[src/rtl/fifo_uart_tx.sv]
// FIFO drain stage: pops one byte per frame and serialises it as 8N1 (LSB first) on tx.
// Optional even parity bit between data and stop when PARITY_TX_EN is defined.
module fifo_uart_tx #(
  parameter int unsigned CLKS_PER_BIT = 16
) (
  input  logic       clock,
  input  logic       rst,
  input  logic       empty,
  input  logic [7:0] rd_data,
  output logic       rd,
  output logic       tx,
  output logic       busy,
  output logic       frame_done
);

  localparam int unsigned BW = (CLKS_PER_BIT > 1) ? $clog2(CLKS_PER_BIT) : 1;
  localparam logic [BW-1:0] BAUD_LAST = BW'(CLKS_PER_BIT - 1);
  localparam logic [BW-1:0] BAUD_PRE  = BW'(CLKS_PER_BIT - 2);
  localparam logic [BW-1:0] BAUD_ONE  = BW'(1);

  typedef enum logic [2:0] {
    IDLE,
    FETCH,
    LOAD,
    START,
    DATA,
`ifdef PARITY_TX_EN
    PARITY,
`endif
    STOP
  } state_t;

  state_t          state;
  logic [7:0]      shreg;
  logic [BW-1:0]   baud_cnt;
  logic [2:0]      bit_cnt;
  logic            baud_end;
`ifdef PARITY_TX_EN
  logic            par;
`endif

  always_comb begin
    baud_end = (baud_cnt == BAUD_LAST);
  end

  // Outputs are registered alongside the state, so each is set on the edge
  // that enters the state it belongs to.
  always_ff @(posedge clock or posedge rst) begin
    if (rst) begin
      state      <= IDLE;
      shreg      <= '0;
      baud_cnt   <= '0;
      bit_cnt    <= '0;
      rd         <= 1'b0;
      tx         <= 1'b1;
      busy       <= 1'b0;
      frame_done <= 1'b0;
`ifdef PARITY_TX_EN
      par        <= 1'b0;
`endif
    end else begin
      rd         <= 1'b0;
      frame_done <= 1'b0;
      case (state)
        IDLE: begin
          baud_cnt <= '0;
          bit_cnt  <= '0;
          tx       <= 1'b1;
          if (!empty) begin
            state <= FETCH;
            rd    <= 1'b1;
            busy  <= 1'b1;
          end
        end

        FETCH: begin
          state <= LOAD;
        end

        LOAD: begin
          shreg    <= rd_data;
`ifdef PARITY_TX_EN
          par      <= ^rd_data;
`endif
          baud_cnt <= '0;
          tx       <= 1'b0;
          state    <= START;
        end

        START: begin
          if (baud_end) begin
            baud_cnt <= '0;
            bit_cnt  <= '0;
            tx       <= shreg[0];
            state    <= DATA;
          end else begin
            baud_cnt <= baud_cnt + BAUD_ONE;
          end
        end

        DATA: begin
          if (baud_end) begin
            baud_cnt <= '0;
            shreg    <= {1'b0, shreg[7:1]};
            if (bit_cnt == 3'd7) begin
`ifdef PARITY_TX_EN
              tx    <= par;
              state <= PARITY;
`else
              tx    <= 1'b1;
              state <= STOP;
`endif
            end else begin
              bit_cnt <= bit_cnt + 3'd1;
              tx      <= shreg[1];
            end
          end else begin
            baud_cnt <= baud_cnt + BAUD_ONE;
          end
        end

`ifdef PARITY_TX_EN
        PARITY: begin
          if (baud_end) begin
            baud_cnt <= '0;
            tx       <= 1'b1;
            state    <= STOP;
          end else begin
            baud_cnt <= baud_cnt + BAUD_ONE;
          end
        end
`endif

        STOP: begin
          if (baud_end) begin
            baud_cnt <= '0;
            busy     <= 1'b0;
            state    <= IDLE;
          end else begin
            baud_cnt <= baud_cnt + BAUD_ONE;
            // registered pulse lands in the final stop cycle
            if (baud_cnt == BAUD_PRE) begin
              frame_done <= 1'b1;
            end
          end
        end

        default: begin
          tx    <= 1'b1;
          busy  <= 1'b0;
          state <= IDLE;
        end
      endcase
    end
  end

endmodule
[config.mk]
export PLATFORM = sky130hd
export DESIGN_NAME = fifo_uart_tx
export DESIGN_NICKNAME = d
export VERILOG_FILES = /design/src/rtl/fifo_uart_tx.sv
export SDC_FILE = /design/constraint.sdc
export NUM_CORES = 1
export LEC_CHECK = 0
export BUFFER_PORTS_ARGS = -buffer_cell sky130_fd_sc_hd__clkbuf_2
export CAP_MARGIN = 20
export CORE_ASPECT_RATIO = 0.7
export CORE_MARGIN = 2
export CORE_UTILIZATION = 45
export DETAILED_ROUTE_END_ITERATION = 10
export GPL_TIMING_DRIVEN = 0
export PLACE_DENSITY_LB_ADDON = 0.25
export SLEW_MARGIN = 20
export SYNTH_ARGS = -nofsm -noshare
export SYNTH_HDL_FRONTEND = slang
export SYNTH_SLANG_ARGS = --single-unit
[constraint.sdc]
create_clock -name clock -period 2.3 [get_ports clock]
set_input_delay 0.46 -clock clock [delete_from_list [all_inputs] [get_ports clock]]
set_output_delay 0.46 -clock clock [all_outputs]
set_load 0.02 [all_outputs]
* After elaboration in Yosys (flattened, before gate mapping)
Index checks and enable logic that the tools add are counted.
** Storage, ports and cells
- Bits in registers :: 22
- Output and inout port bits :: 4
** Cells by class
- Bitwise gates (word level) :: 2
- Reductions and logical operators :: 13
- Equality and inequality tests :: 14
- Muxes and demuxes :: 25
- $add $sub $neg :: 2
** Operator list (number)
- two-way mux 3 bit :: 7
- case mux 3 bit (6 select lines) :: 1
- case mux 8 bit (2 select lines) :: 1
- inequality test 2 bit, second input constant :: 6
- two-way mux 1 bit :: 10
- equality test 3 bit, second input constant :: 3
- case mux 3 bit (3 select lines) :: 1
- equality test 4 bit, second input constant :: 2
- two-way mux 8 bit :: 1
- case mux 4 bit (2 select lines) :: 1
- equality test 3 x 2 -> 1 bit, second input constant :: 2
- AND reduction 3 bit :: 2
- AND reduction 5 bit :: 1
- adder 4 x 1 -> 4 bit, second input constant :: 1
- two-way mux 4 bit :: 1
- case mux 1 bit (4 select lines) :: 1
- AND reduction 4 bit :: 1
- nonzero test 2 bit :: 2
- OR reduction 2 bit :: 2
- OR reduction 4 bit :: 1
- adder 3 x 1 -> 3 bit, second input constant :: 1
- equality test 3 x 1 -> 1 bit, second input constant :: 1
- logical NOT 3 bit :: 1
- case mux 1 bit (3 select lines) :: 1
- 4 further kinds :: 5

* Longest topological paths before layout
- Word-level depth :: 4
- Mapped depth :: 6
- Mapped depth without buffers :: 5

* Least setup slack after synthesis
No wires, ideal clock.
- Path kind :: register -> register
- Start :: register baud_cnt[0]
- End :: register shreg[4]
- Slack :: 0.534 ns
- Period minus slack after synthesis :: 1.766 ns
- Data required time :: 2.175 ns
- Arrival :: 1.641 ns
- Cell stages (with the launch flop) :: 6
- Cell sequence :: dfrtp_1 -> ha_1 -> buf_2 -> nand3_1 -> o22ai_4 -> mux2_4
** Between the ends
- Longest elaborated chain between the ends :: 3
** RTL lines
- from (decl) :: RTL line 35 : logic [BW-1:0] baud_cnt;
- from (signal assigned) :: RTL line 97 : baud_cnt <= baud_cnt + BAUD_ONE;
- from (signal assigned) :: RTL line 118 : baud_cnt <= baud_cnt + BAUD_ONE;
- from (signal assigned) :: RTL line 140 : baud_cnt <= baud_cnt + BAUD_ONE;
- equality test 4 bit :: RTL line 43 : baud_end = (baud_cnt == BAUD_LAST);
- inequality test 2 bit (no line)
- AND reduction 2 bit (no line)
- to (signal assigned) :: RTL line 81 : shreg <= rd_data;
- to (signal assigned) :: RTL line 104 : shreg <= {1'b0, shreg[7:1]};
- to (decl) :: RTL line 34 : logic [7:0] shreg;
Every way passes these cells.
A chain may end at the register's enable or synchronous reset.

* Worst setup path after layout
Ends and elaborated chain as after synthesis.

==> impl_metrics.tcl <==
set metrics [dict create \
    rows 16 \
    path_max_fanout 10 \
    tightest_slew_ns 0.838 \
    fin_nets 162 \
    fp.coreArea_um2 2780 \
    dp_hpwl_mm 1.97 \
    netlist_area_um2 1320 \
    dieWidth_um 68.6 \
    fmax_mhz 486 \
    fin_crit_sh_pct 89.4 \
    use_met3_pct 5.54 \
    overflow 0 \
    hold_viol 0 \
    grt_max_degree 23 \
    ctsRootBufferMaster "clkbuf_8" \
    peakVddDrop_mv 0.394 \
    diodes 0 \
    post_cts_resized 0 \
    slew-limit-headroom_pct 44.0 \
    setup_slack_ns 0.244 \
    met2_usage_pct 22.8 \
    syn_inst 128 \
    holdWs_ns 0.336 \
    seq_area_frac_synth_pct 41.9 \
    grt_setup_unrepaired "false" \
    power_density_nw_per_um2 461 \
    required_ns 2.45 \
    p_leak_nw 0.739 \
    setup.worst_path.start_class "flop" \
    grt_usage_pct 17.5 \
    route.detailed.drc 0 \
    vias 1035 \
    nFillCells 256 \
    synth_cell_types 40 \
    critPathKind "flop to flop" \
    hold_path_class "input pin to asynchronous set/reset pin" \
    cts_tree "built" \
    cts_max_level 1 \
    multi_input_area_um2 677 \
    busiest_layer "met1" \
    dieArea_um2 3380 \
    r2r_cells 5 \
    start_util_pct 47.3 \
    setup_viol 0 \
    outcome "finished clean" \
    worstReg2RegEnd "shreg[4]$_DFFE_PP0P_" \
    gp_congestion 0.799 \
    maxCapViolCount 0 \
    syn_to_final_growth_pct 12.2 \
    synth_area_per_cell_um2 10.3 \
    clock_latency_ns 0.26 \
    ctsHoldBuffers 0 \
    ant_nets 0 \
    synth_warnings 0 \
    crit_path_start "baud_cnt[0]$_DFFE_PP0P_" \
    drtIter0Drc 68 \
    clk_pin_slew_ns 0.08 \
    die_h_um 49.3 \
    pre_cts_slack_ns 0.295 \
    r2r_start "baud_cnt[0]$_DFFE_PP0P_" \
    cts_setup_buffers 0 \
    port_buffers 14 \
    cts_buffers 3 \
    clk_path_buf_depth 2 \
    drtPass1Iterations 4 \
    drv_slew 0 \
    finalCriticalPeriod_ns 2.06 \
    antenna_found_initial 0 \
    drt-wirelength-per-cell_um 14.7 \
    synth.net_count 143 \
    drive_gt1_share_pct 21.2 \
    grt_use_met1_pct 28.9 \
    finalSetupTns_ns 0 \
    reg2reg_slack_ns 0.24 \
    synth_seq_cells 22 \
    clock_skew_ns 0.00347 \
    via_per_inst 5.69 \
    cp-end-kind "flop" \
    ff_latch_area_um2 552 \
    grt_pass1_vias 930 \
    crit_arrival_ns 2.21 \
    io_pins 15 \
    clkSinkCount 22 \
    wl_mm 2.67 \
    grt_pass1_wl_mm 4.48 \
]
## worst max-delay path: stages (launching register included)
cell	delay (ns)
dfrtp_1	0.46
ha_1	0.17
buf_2	0.17
nand3_1	0.36
o22ai_4	0.44
mux2_4	0.34
## state kept, by name, indices dropped and copies added, names as in the netlist
| register | cells |
|---|---|
| shreg | 8 |
| state | 3 |
| baud_cnt | 4 |
| tx | 1 |
| bit_cnt | 3 |
| busy | 1 |
| frame_done | 1 |
| rd | 1 |
## layout make-up
cell class              instances  area share [%]
plain buffers                  10            3.39
clock buffers                   4            3.05
inverters                      10            2.54
multi-input cells              86            45.8
flip-flops and latches         22            37.4
well taps                      36            3.05
repair buffers                 14            4.75
## layout by cell type, fill, tap and decap left out, drive strengths merged, types with 4 or more instances in the layout
cell type	n
mux2i	11
nor2b	5
buf	5
o22ai	5
dfrtp	21
a21oi	8
ha	4
inv	10
nand2	7
mux2	6
clkbuf	23
## report_power, final
group | switching [mW] | internal [mW]
Clock | 0.124 | 0.124
Sequential | 0.00527 | 0.394
Combinational | 0.0180 | 0.0150
Total | 0.148 | 0.533
## cells in the mapped netlist, drive strengths merged
cell | number | share of area, %
ha | 4 | 3.8
o221a | 1 | 0.86
o21ai | 3 | 1.1
nand2 | 7 | 2.0
a311o | 1 | 0.76
clkbuf | 5 | 1.4
mux2 | 6 | 6.8
nor3b | 1 | 0.57
o32ai | 1 | 0.67
inv | 10 | 2.9
nand4 | 1 | 0.48
nor2 | 3 | 0.86
o2bb2ai | 3 | 2.0
or3b | 2 | 1.3
nand3 | 2 | 0.76
or3 | 2 | 0.95
and3 | 1 | 0.48
mux2i | 11 | 8.4
and4b | 1 | 0.76
a21oi | 8 | 3.0
o22ai | 5 | 3.4
nor4 | 2 | 0.95
dfstp | 1 | 2.0
o31a | 1 | 0.67
o211a | 1 | 0.76
nand2b | 2 | 0.95
buf | 5 | 2.4
nor3 | 3 | 1.1
a21o | 2 | 1.1
a22o | 1 | 0.67
a211oi | 1 | 0.57
nor2b | 5 | 2.4
o311ai | 3 | 2.0
a311oi | 1 | 0.67
or2 | 1 | 0.48
dfrtp | 21 | 40
## metrics by stage
stage / total power, mW / util [%] / instance area (um^2) / std cells
detailed placement: 0.441 / 51.4 / 1430 / 178
floorplan: 0.424 / - / 1320 / 128
global route: 0.708 / 53.1 / 1480 / 182
global placement: 0.439 / 51.4 / 1430 / 178
finish: 0.680 / 53.1 / 1480 / 182
CTS: 0.687 / 53.1 / 1480 / 182
## kinds of logic after synthesis
group | after synthesis | synth area share [%]
muxes | 17 | 15.2
DFF | 22 | 41.9
and+or+nand+nor | 33 | 14.1
AOI/OAI and AO/OA | 32 | 18.3
buffers and inverters | 20 | 6.65
adders and majority gates | 4 | 3.80
## how the worst max path moves through the flow
stage | endpoint | slack, ns | cells past startpoint
finish | shreg[4]$_DFFE_PP0P_ | 0.24 | 5
global route | bit_cnt[0]$_DFFE_PP0P_ | 0.03 | 5
CTS | shreg[4]$_DFFE_PP0P_ | 0.25 | 5
detailed placement | shreg[5]$_DFFE_PP0P_ | 0.29 | 5
global placement | shreg[4]$_DFFE_PP0P_ | 0.28 | 5
floorplan | shreg[4]$_DFFE_PP0P_ | 0.53 | 5
## metal layers
metal	vias up	part of all wire (%)	wire [um]
met5	-	0	0
met2	35	43	1140
met3	0	7.3	195
met1	497	50	1330
met4	0	0	0
li1	503	-	-
(Power assumes the default switching activity.)
